[config.mk]
export PLATFORM = sky130hd
export DESIGN_NAME = ixu_alu_arbiter_flat
export DESIGN_NICKNAME = d
export VERILOG_FILES = /design/src/rtl/ixu_alu_arbiter_if.sv /design/src/rtl/ixu_alu_arbiter.sv /design/src/flat_wrapper.sv
export SDC_FILE = /design/constraint.sdc
export NUM_CORES = 1
export LEC_CHECK = 0
export CORE_AREA = 4 4 174 176
export CTS_BUF_LIST = sky130_fd_sc_hd__clkbuf_8
export DETAILED_ROUTE_END_ITERATION = 6
export DIE_AREA = 0 0 178 180
export HOLD_SLACK_MARGIN = 0.15
export PLACE_DENSITY_LB_ADDON = 0.08
export SLEW_MARGIN = 10
export SYNTH_ARGS = -nofsm -noshare
export SYNTH_HDL_FRONTEND = slang
export SYNTH_SLANG_ARGS = --single-unit
export TNS_END_PERCENT = 10
[constraint.sdc]
create_clock -name clk -period 1.9 [get_ports clk]
set_clock_uncertainty 0.2 [all_clocks]
set_input_delay 0.19 -clock clk [delete_from_list [all_inputs] [get_ports clk]]
set_output_delay 0.19 -clock clk [all_outputs]
set_load 0.1 [all_outputs]
[src/rtl/ixu_alu_arbiter_if.sv]
// Lane-request, ALU-issue and result bundle shared by ixu_alu_arbiter and its neighbours.
// slave = arbiter side, master = lanes / ALU / writeback side.
interface ixu_alu_arbiter_if #(
  parameter int N_REQ = 2,
  parameter int TAG_W = 5
);
  localparam int LANE_W = $clog2(N_REQ);

  logic [N_REQ-1:0]       req_valid;
  logic [N_REQ-1:0]       req_ready;
  logic [N_REQ*4-1:0]     req_op;
  logic [N_REQ*32-1:0]    req_rs1;
  logic [N_REQ*32-1:0]    req_rs2;
  logic [N_REQ*20-1:0]    req_imm;
  logic [N_REQ-1:0]       req_is_imm;
  logic [N_REQ-1:0]       req_is_nop;
  logic [N_REQ*32-1:0]    req_pc;
  logic [N_REQ*TAG_W-1:0] req_tag;

  logic [31:0] alu_rs1_data;
  logic [31:0] alu_rs2_data;
  logic [19:0] alu_imm;
  logic        alu_is_imm_type;
  logic        alu_is_nop;
  logic [3:0]  alu_op;
  logic [31:0] alu_ex_pc_in;
  logic        alu_is_rs1_fwd;
  logic        alu_is_rs2_fwd;
  logic [31:0] alu_out;

  logic              res_valid;
  logic              res_ready;
  logic [31:0]       res_data;
  logic [LANE_W-1:0] res_lane;
  logic [TAG_W-1:0]  res_tag;
  logic              res_err;

  modport slave (
    input  req_valid, req_op, req_rs1, req_rs2, req_imm, req_is_imm, req_is_nop, req_pc, req_tag,
    output req_ready,
    output alu_rs1_data, alu_rs2_data, alu_imm, alu_is_imm_type, alu_is_nop, alu_op,
    output alu_ex_pc_in, alu_is_rs1_fwd, alu_is_rs2_fwd,
    input  alu_out,
    output res_valid, res_data, res_lane, res_tag, res_err,
    input  res_ready
  );

  modport master (
    output req_valid, req_op, req_rs1, req_rs2, req_imm, req_is_imm, req_is_nop, req_pc, req_tag,
    input  req_ready,
    input  alu_rs1_data, alu_rs2_data, alu_imm, alu_is_imm_type, alu_is_nop, alu_op,
    input  alu_ex_pc_in, alu_is_rs1_fwd, alu_is_rs2_fwd,
    output alu_out,
    input  res_valid, res_data, res_lane, res_tag, res_err,
    output res_ready
  );
endinterface

[src/rtl/ixu_alu_arbiter.sv]
// Shares one ixu_execute ALU between N_REQ lanes through a registered issue stage (S1) and
// result stage (S2). Define IXU_ARB_RR_EN for round-robin; otherwise lowest lane wins.
module ixu_alu_arbiter #(
  parameter int N_REQ = 2,
  parameter int TAG_W = 5
) (
  input  logic             clk,
  input  logic             rst_n,
  input  logic             flush,
  ixu_alu_arbiter_if.slave bus
);
  localparam int LANE_W = $clog2(N_REQ);

  typedef struct packed {
    logic [31:0]       rs1;
    logic [31:0]       rs2;
    logic [19:0]       imm;
    logic              is_imm;
    logic              is_nop;
    logic [3:0]        op;
    logic [31:0]       pc;
    logic [LANE_W-1:0] lane;
    logic [TAG_W-1:0]  tag;
    logic              err;
  } s1_t;

  typedef struct packed {
    logic [31:0]       data;
    logic [LANE_W-1:0] lane;
    logic [TAG_W-1:0]  tag;
    logic              err;
  } s2_t;

  s1_t               s1_q, s1_d;
  s2_t               s2_q, s2_d;
  logic              s1_valid_q, s1_valid_d;
  logic              s2_valid_q, s2_valid_d;
  logic              adv1_s, adv2_s;
  logic              any_req_s;
  logic [LANE_W-1:0] sel_s;
  logic [N_REQ-1:0]  grant_s;

`ifdef IXU_ARB_RR_EN
  logic [LANE_W-1:0] ptr_q, ptr_d;
  int                idx_v;
`endif

  assign adv2_s = !s2_valid_q || bus.res_ready;
  assign adv1_s = !s1_valid_q || adv2_s;

  // Winner search; the loop runs from the far end so the first candidate in search order wins
  always_comb begin
    sel_s     = '0;
    any_req_s = 1'b0;
`ifdef IXU_ARB_RR_EN
    idx_v     = 0;
    for (int k = N_REQ - 1; k >= 0; k--) begin
      idx_v     = (int'(ptr_q) + k) % N_REQ;
      any_req_s = any_req_s | bus.req_valid[idx_v];
      sel_s     = bus.req_valid[idx_v] ? LANE_W'(idx_v) : sel_s;
    end
`else
    for (int k = N_REQ - 1; k >= 0; k--) begin
      any_req_s = any_req_s | bus.req_valid[k];
      sel_s     = bus.req_valid[k] ? LANE_W'(k) : sel_s;
    end
`endif
  end

  // One-hot grant, withheld during reset, flush and a full stall
  always_comb begin
    grant_s        = '0;
    grant_s[sel_s] = any_req_s && adv1_s && !flush && rst_n;
  end

`ifdef IXU_ARB_RR_EN
  // Pointer steps past the lane that was actually accepted
  always_comb begin
    ptr_d = (|grant_s) ? LANE_W'((int'(sel_s) + 1) % N_REQ) : ptr_q;
  end
`endif

  // Pipeline next state; flush wins over both advance conditions
  always_comb begin
    s1_d       = s1_q;
    s2_d       = s2_q;
    s1_valid_d = s1_valid_q;
    s2_valid_d = s2_valid_q;
    if (flush) begin
      s1_valid_d = 1'b0;
      s2_valid_d = 1'b0;
    end else begin
      if (adv2_s) begin
        s2_valid_d = s1_valid_q;
        if (s1_valid_q) begin
          s2_d.data = bus.alu_out;
          s2_d.lane = s1_q.lane;
          s2_d.tag  = s1_q.tag;
          s2_d.err  = s1_q.err;
        end else begin
          s2_d = s2_q;
        end
      end else begin
        s2_valid_d = s2_valid_q;
      end
      if (adv1_s) begin
        s1_valid_d = any_req_s;
        if (any_req_s) begin
          s1_d.rs1    = bus.req_rs1[sel_s * 32 +: 32];
          s1_d.rs2    = bus.req_rs2[sel_s * 32 +: 32];
          s1_d.imm    = bus.req_imm[sel_s * 20 +: 20];
          s1_d.is_imm = bus.req_is_imm[sel_s];
          s1_d.is_nop = bus.req_is_nop[sel_s];
          s1_d.op     = bus.req_op[sel_s * 4 +: 4];
          s1_d.pc     = bus.req_pc[sel_s * 32 +: 32];
          s1_d.lane   = sel_s;
          s1_d.tag    = bus.req_tag[sel_s * TAG_W +: TAG_W];
          s1_d.err    = (bus.req_op[sel_s * 4 +: 4] >= 4'hC) && !bus.req_is_nop[sel_s];
        end else begin
          s1_d = s1_q;
        end
      end else begin
        s1_valid_d = s1_valid_q;
      end
    end
  end

  // State registers
  always_ff @(posedge clk or negedge rst_n) begin
    if (!rst_n) begin
      s1_q       <= '0;
      s2_q       <= '0;
      s1_valid_q <= 1'b0;
      s2_valid_q <= 1'b0;
`ifdef IXU_ARB_RR_EN
      ptr_q      <= '0;
`endif
    end else begin
      s1_q       <= s1_d;
      s2_q       <= s2_d;
      s1_valid_q <= s1_valid_d;
      s2_valid_q <= s2_valid_d;
`ifdef IXU_ARB_RR_EN
      ptr_q      <= ptr_d;
`endif
    end
  end

  assign bus.req_ready       = grant_s;
  assign bus.alu_rs1_data    = s1_q.rs1;
  assign bus.alu_rs2_data    = s1_q.rs2;
  assign bus.alu_imm         = s1_q.imm;
  assign bus.alu_is_imm_type = s1_q.is_imm;
  assign bus.alu_is_nop      = s1_q.is_nop;
  assign bus.alu_op          = s1_q.op;
  assign bus.alu_ex_pc_in    = s1_q.pc;
  // Operands arrive already resolved, so the ALU forwarding muxes are never used
  assign bus.alu_is_rs1_fwd  = 1'b0;
  assign bus.alu_is_rs2_fwd  = 1'b0;
  assign bus.res_valid       = s2_valid_q;
  assign bus.res_data        = s2_q.data;
  assign bus.res_lane        = s2_q.lane;
  assign bus.res_tag         = s2_q.tag;
  assign bus.res_err         = s2_q.err;
endmodule

[src/flat_wrapper.sv]
// flat-port wrapper written by rule: the top's interface ports become plain ports
module ixu_alu_arbiter_flat 
#(
  parameter int N_REQ = 2,
  parameter int TAG_W = 5
)
  (clk, rst_n, flush, bus_req_valid, bus_req_op, bus_req_rs1, bus_req_rs2, bus_req_imm, bus_req_is_imm, bus_req_is_nop, bus_req_pc, bus_req_tag, bus_req_ready, bus_alu_rs1_data, bus_alu_rs2_data, bus_alu_imm, bus_alu_is_imm_type, bus_alu_is_nop, bus_alu_op, bus_alu_ex_pc_in, bus_alu_is_rs1_fwd, bus_alu_is_rs2_fwd, bus_alu_out, bus_res_valid, bus_res_data, bus_res_lane, bus_res_tag, bus_res_err, bus_res_ready);
  ixu_alu_arbiter_if #(.N_REQ(N_REQ), .TAG_W(TAG_W)) bus_i ();
  input  logic clk;
  input  logic rst_n;
  input  logic flush;
  input wire logic [$bits(bus_i.req_valid)-1:0] bus_req_valid;
  input wire logic [$bits(bus_i.req_op)-1:0] bus_req_op;
  input wire logic [$bits(bus_i.req_rs1)-1:0] bus_req_rs1;
  input wire logic [$bits(bus_i.req_rs2)-1:0] bus_req_rs2;
  input wire logic [$bits(bus_i.req_imm)-1:0] bus_req_imm;
  input wire logic [$bits(bus_i.req_is_imm)-1:0] bus_req_is_imm;
  input wire logic [$bits(bus_i.req_is_nop)-1:0] bus_req_is_nop;
  input wire logic [$bits(bus_i.req_pc)-1:0] bus_req_pc;
  input wire logic [$bits(bus_i.req_tag)-1:0] bus_req_tag;
  output wire logic [$bits(bus_i.req_ready)-1:0] bus_req_ready;
  output wire logic [$bits(bus_i.alu_rs1_data)-1:0] bus_alu_rs1_data;
  output wire logic [$bits(bus_i.alu_rs2_data)-1:0] bus_alu_rs2_data;
  output wire logic [$bits(bus_i.alu_imm)-1:0] bus_alu_imm;
  output wire logic [$bits(bus_i.alu_is_imm_type)-1:0] bus_alu_is_imm_type;
  output wire logic [$bits(bus_i.alu_is_nop)-1:0] bus_alu_is_nop;
  output wire logic [$bits(bus_i.alu_op)-1:0] bus_alu_op;
  output wire logic [$bits(bus_i.alu_ex_pc_in)-1:0] bus_alu_ex_pc_in;
  output wire logic [$bits(bus_i.alu_is_rs1_fwd)-1:0] bus_alu_is_rs1_fwd;
  output wire logic [$bits(bus_i.alu_is_rs2_fwd)-1:0] bus_alu_is_rs2_fwd;
  input wire logic [$bits(bus_i.alu_out)-1:0] bus_alu_out;
  output wire logic [$bits(bus_i.res_valid)-1:0] bus_res_valid;
  output wire logic [$bits(bus_i.res_data)-1:0] bus_res_data;
  output wire logic [$bits(bus_i.res_lane)-1:0] bus_res_lane;
  output wire logic [$bits(bus_i.res_tag)-1:0] bus_res_tag;
  output wire logic [$bits(bus_i.res_err)-1:0] bus_res_err;
  input wire logic [$bits(bus_i.res_ready)-1:0] bus_res_ready;
  assign bus_i.req_valid = bus_req_valid;
  assign bus_i.req_op = bus_req_op;
  assign bus_i.req_rs1 = bus_req_rs1;
  assign bus_i.req_rs2 = bus_req_rs2;
  assign bus_i.req_imm = bus_req_imm;
  assign bus_i.req_is_imm = bus_req_is_imm;
  assign bus_i.req_is_nop = bus_req_is_nop;
  assign bus_i.req_pc = bus_req_pc;
  assign bus_i.req_tag = bus_req_tag;
  assign bus_req_ready = bus_i.req_ready;
  assign bus_alu_rs1_data = bus_i.alu_rs1_data;
  assign bus_alu_rs2_data = bus_i.alu_rs2_data;
  assign bus_alu_imm = bus_i.alu_imm;
  assign bus_alu_is_imm_type = bus_i.alu_is_imm_type;
  assign bus_alu_is_nop = bus_i.alu_is_nop;
  assign bus_alu_op = bus_i.alu_op;
  assign bus_alu_ex_pc_in = bus_i.alu_ex_pc_in;
  assign bus_alu_is_rs1_fwd = bus_i.alu_is_rs1_fwd;
  assign bus_alu_is_rs2_fwd = bus_i.alu_is_rs2_fwd;
  assign bus_i.alu_out = bus_alu_out;
  assign bus_res_valid = bus_i.res_valid;
  assign bus_res_data = bus_i.res_data;
  assign bus_res_lane = bus_i.res_lane;
  assign bus_res_tag = bus_i.res_tag;
  assign bus_res_err = bus_i.res_err;
  assign bus_i.res_ready = bus_res_ready;
  ixu_alu_arbiter #(.N_REQ(N_REQ), .TAG_W(TAG_W)) u_core (.clk(clk), .rst_n(rst_n), .flush(flush), .bus(bus_i));
endmodule
# [Word-level counts from Yosys, hierarchy flattened]
# Index checks and enable logic that the tools add are counted.
[classes] bitwise_logic=3 n_mux=12 multipliers=2 n_reduce_logical=15 n_shift=6 n_lt_le_gt_ge=3
[op_table] operator="64-bit by 7-bit indexed part select with 32-bit output" n=3
[op_table] operator="40-bit by 7-bit indexed part select with 20-bit output" n=1
[op_table] operator="1-bit two-way mux" n=11
[op_table] operator="10-bit by 5-bit indexed part select with 5-bit output" n=1
[op_table] operator="1-bit by 3-bit multiplier with 4-bit output, second input constant" n=2
[op_table] operator="8-bit by 4-bit indexed part select with 4-bit output" n=1
[op_table] operator="3-bit AND reduction" n=2
[op_table] operator="1-bit logical AND" n=5
[op_table] operator="4-bit greater-or-equal comparator, second input constant" n=1
[op_table] operator="1-bit logical NOT" n=4
[op_table] operator="2-bit nonzero test" n=2
[op_table] operator="2-bit bitwise AND" n=1
[op_table] operator="1-bit logical OR" n=2
[op_table] operator="1-bit by 2-bit less-than comparator with 1-bit output, second input constant" n=1
[op_table] operator="1-bit demux with 1-bit select" n=1
[op_table] operator="1-bit greater-or-equal comparator, second input constant" n=1
[op_table] operator="1-bit inverter" n=1
[op_table] operator="1-bit bitwise OR" n=1
[totals] reg_bits=170 elab_cells=57 inputBits=292

# [Depth between registers and ports, before layout]
[logic_depth] depth_word=7 mapped_depth=5

# [Worst setup path before layout]
# OpenSTA, ideal clock, no wires.
[synth_path] kind="flip-flop to output port" from="reg u_core.s2_valid_q, in the netlist u_core.bus.res_valid" to="out bus_req_ready[0]" arrival_time_ps=2523 setup_slack_ps=-1013 path_stages_with_launch=6 path_cell_list="dfrtp_1 > nor2b_2 > a211oi_2 > buf_4 > buf_6 > and3_1"
[synth_between] elab_chain_cells=7
[synth_rtl] item="from (decl)" line="ixu_alu_arbiter.sv:37" rtl="logic s2_valid_q, s2_valid_d;"
[synth_rtl] item="from (signal assigned)" line="ixu_alu_arbiter.sv:142" rtl="s2_valid_q <= s2_valid_d;"
[synth_rtl] item="1-bit logical NOT" line="ixu_alu_arbiter.sv:48" rtl="assign adv2_s = !s2_valid_q || bus.res_ready;"
[synth_rtl] item="1-bit logical OR" line="ixu_alu_arbiter.sv:48"
[synth_rtl] item="1-bit logical OR" line="ixu_alu_arbiter.sv:49" rtl="assign adv1_s = !s1_valid_q || adv2_s;"
[synth_rtl] item="1-bit logical AND (3 in a row)" line="ixu_alu_arbiter.sv:73" rtl="grant_s[sel_s] = any_req_s && adv1_s && !flush && rst_n;"
[synth_rtl] item="2-bit bitwise AND (no source line)"
[synth_rtl] item="to (decl)" line="flat_wrapper.sv:21" rtl="output wire logic [$bits(bus_i.req_ready)-1:0] bus_req_ready;"
# No other way between the ends.

# [Final worst setup path]
[layout_path] from="reg u_core.s2_valid_q, in the netlist u_core.bus.res_valid" to="out bus_req_ready[1]"
# The elaborated chain is that of the path after synthesis.

==> summary.txt <==
status = complete, but fails checks
failing checks = setup timing
antenna violations before repair = 0
Synth area leaders = dfrtp_1 48%, mux2_2 38%, buf_4 10%, buf_6 1.3%, buf_2 1.2%
Final #Nets = 1323
CORE AREA = 0.0286 mm²
clock tree buffer depth = 2
final setup TNS = -14400 ps
die width = 178 µm
Ys Warns = 0
cells after synthesis = 635
Ports = 458
CTS H-tree depth = 4
share of layout cells above drive strength 1 = 0.517
FF-to-FF Start = u_core.bus.res_valid$_DFFE_PN0P_
Vias = 6164
reg-to-reg setup timing slack = -180 ps
Worst setup endpoint = bus_req_ready[1]
drt pass-1 iters = 4
Final period util = 1.15
remaining antenna violation count after routing = 0
Site Rows = 62
Peak Freq = 459 MHz
Clock Pin Slew Worst Setup and Hold Paths = 100 ps
WL/cell = 19.4 µm
Critical Path RT = 1510 ps
RSZ-0062 raised after global routing = yes
Synth Area in Simple Gates = 0.00809
power density cells = 1110 mW/mm²
die height = 180 µm
number of DRC markers in iteration 0 = 140
diode count = 0
clk sinks = 170
hpwl dp = 21100 µm
Final Setup Violations = 156
cell area after synthesis = 0.00882 mm²
Setup crit end kind = output pin
syn_area_per_cell = 13.9 µm²
post-synthesis compound-gate area fraction = 0.00199
Fin. Hold Viols = 0
number of CTS-inserted buffers = 17
final worst slack = -278 ps
Placed Area = 0.0133 mm²
Fin Hold WS = 213 ps
Total Routed Length = 27700 µm
Die Area = 0.0320 mm²
clk_lat worst skew = 460 ps
LEAKAGE = 6.19 nW
worst min path class = in -> reg
GRT Resource Usage Total = 0.165
CP startpoint kind = register
FF+latch count, synth = 170
CP Max Fanout = 4
Initial Utilization = 0.308
Crit Path Category = reg -> out
top-area cell type share of the netlist area = 0.482
Area growth syn-to-layout = 63.5%
CTS tree = built
number of port buffers = 455
Synth area leader = dfrtp_1
MaxCap Viol Count = 0
via/cell ratio = 4.32
adder-cell share of the synthesized area = 0
WP data arrival = 1790 ps
Slew Limit Fails = 0
largest family of logic cells by synthesized area = multiplexers
worst setup path start = u_core.bus.res_valid$_DFFE_PN0P_
DP Worst Slack = -380 ps
cell area after layout = 0.0144 mm²
R2R Path End = u_core.bus.alu_imm[6]$_DFFE_PN0P_
global-route wire length before repair = 40500 µm
Post-Synth XOR/XNOR Area = 0
gr ovfl total = 0
Worst Reg2Reg Path Length in Cells = 7
Max VDD drop = 741 µV
final worst path period need = 2180 ps
DRC viols = 0
vias in the first global route = 6774
root cell of the clock tree = clkbuf_8
gp weighted congestion = 0.744
Cell variety after synth = 17
post-synthesis mux area share = 0.378
part of the Yosys area used for sequential elements = 0.482
largest net degree at the start of global routing = 77
critical path, stage by stage (launching register included):
cell and delay (ps):
dfrtp_4 480, nor2b_4 140, a211oi_4 220, buf_6 140
and3_4 180, buf_12 170
cell usage after synthesis:
library cell / instances
buf_4: 123
nor2_1: 3
nor3b_1: 1
dfrtp_1: 170
conb_1: 1
nand3b_1: 2
buf_2: 21
and3_1: 2
nor2b_1: 1
a211oi_2: 1
nor2b_2: 1
mux2_2: 295
mux2i_1: 1
a21oi_1: 1
nand2b_1: 1
buf_6: 10
nand2_1: 1
power breakdown:
group	switching (W)	leakage [nW]	internal, W
sequential	0.000431	2.00	0.00426
combinational	0.00572	3.98	0.00275
clock	0.00158	0.215	0.00125
total	0.00773	6.19	0.00826
per-stage QoR:
stage,utilization,cells,total power (W)
2_1_floorplan,-,636,0.0110
3_3_place_gp,0.464,1352,0.0130
3_5_place_dp,0.464,1352,0.0131
4_1_cts,0.498,1425,0.0161
5_1_grt,0.504,1428,0.0166
6_report,0.504,1428,0.0160
flip-flops by register name (all words and copies together) (netlist names):
register,count
u_core.bus.alu_ex_pc_in,32
u_core.bus.alu_imm,20
u_core.bus.alu_is_imm_type,1
u_core.bus.alu_is_nop,1
u_core.bus.alu_op,4
u_core.bus.alu_rs1_data,32
u_core.bus.alu_rs2_data,32
u_core.bus.res_data,32
u_core.bus.res_err,1
u_core.bus.res_lane,1
u_core.bus.res_tag,5
u_core.bus.res_valid,1
u_core.s1_q,7
u_core.s1_valid_q,1
cell families after synthesis:
group | Yosys count
multiplexers | 296
AND/OR/NAND/NOR | 12
buffers and inverters | 154
AO/OA/AOI/OAI | 2
other | 1
flip-flops | 170
repair_timing:
item,CTS,global route
buffers inserted,5,1
setup endpoints to repair,107,170
hold endpoints to repair,202,0
hold buffers,35,0
resized for setup,32,26
cloned,1,2
area by class of cell:
cell class                      instances  area (µm²)
Fill cell                            2514       14200
Timing Repair Buffer                  530        5590
Tap cell                              384         480
Multi-Input combinational cell        312        3650
Clock inverter                         15         198
Clock buffer                           17         234
Sequential cell                       170        4260
layout by cell type, fill, tap and decap left out, drive strengths merged:
cell | netlist | layout
nand2 | 1 | 1
buf | 154 | 204
dlygate4sd3 | 0 | 34
mux2 | 295 | 295
a211oi | 1 | 1
clkdlybuf4s50 | 0 | 290
nand3b | 2 | 2
clkinvlp | 0 | 1
mux2i | 1 | 1
conb | 1 | 2
nor3b | 1 | 1
inv | 0 | 9
a21oi | 1 | 1
dfrtp | 170 | 170
nor2 | 3 | 3
clkbuf | 0 | 19
clkinv | 0 | 3
nor2b | 2 | 2
nand2b | 1 | 1
bufinv | 0 | 2
and3 | 2 | 2
worst min-delay path by stage:
stage / from / end / cells past startpoint
detailed placement: rst_n / u_core.bus.res_data[0]$_DFFE_PN0P_ / 1
finish: flush / u_core.bus.res_valid$_DFFE_PN0P_ / 2
CTS: flush / u_core.bus.res_valid$_DFFE_PN0P_ / 2
global placement: rst_n / u_core.bus.res_data[2]$_DFFE_PN0P_ / 1
global route: flush / u_core.s1_valid_q$_DFFE_PN0P_ / 2
floorplan: rst_n / u_core.bus.alu_ex_pc_in[0]$_DFFE_PN0P_ / 0
layer usage:
| metal | wire [µm] | up-vias | GRT usage | share of wire |
|---|---|---|---|---|
| met5 | 0 | - | 0 | 0 |
| met4 | 569 | 0 | 0.0473 | 0.021 |
| met3 | 3160 | 34 | 0.0737 | 0.11 |
| met2 | 13900 | 284 | 0.288 | 0.50 |
| met1 | 10100 | 2954 | 0.180 | 0.36 |
| li1 | - | 2892 | - | - |
(Power assumes the default switching activity.)
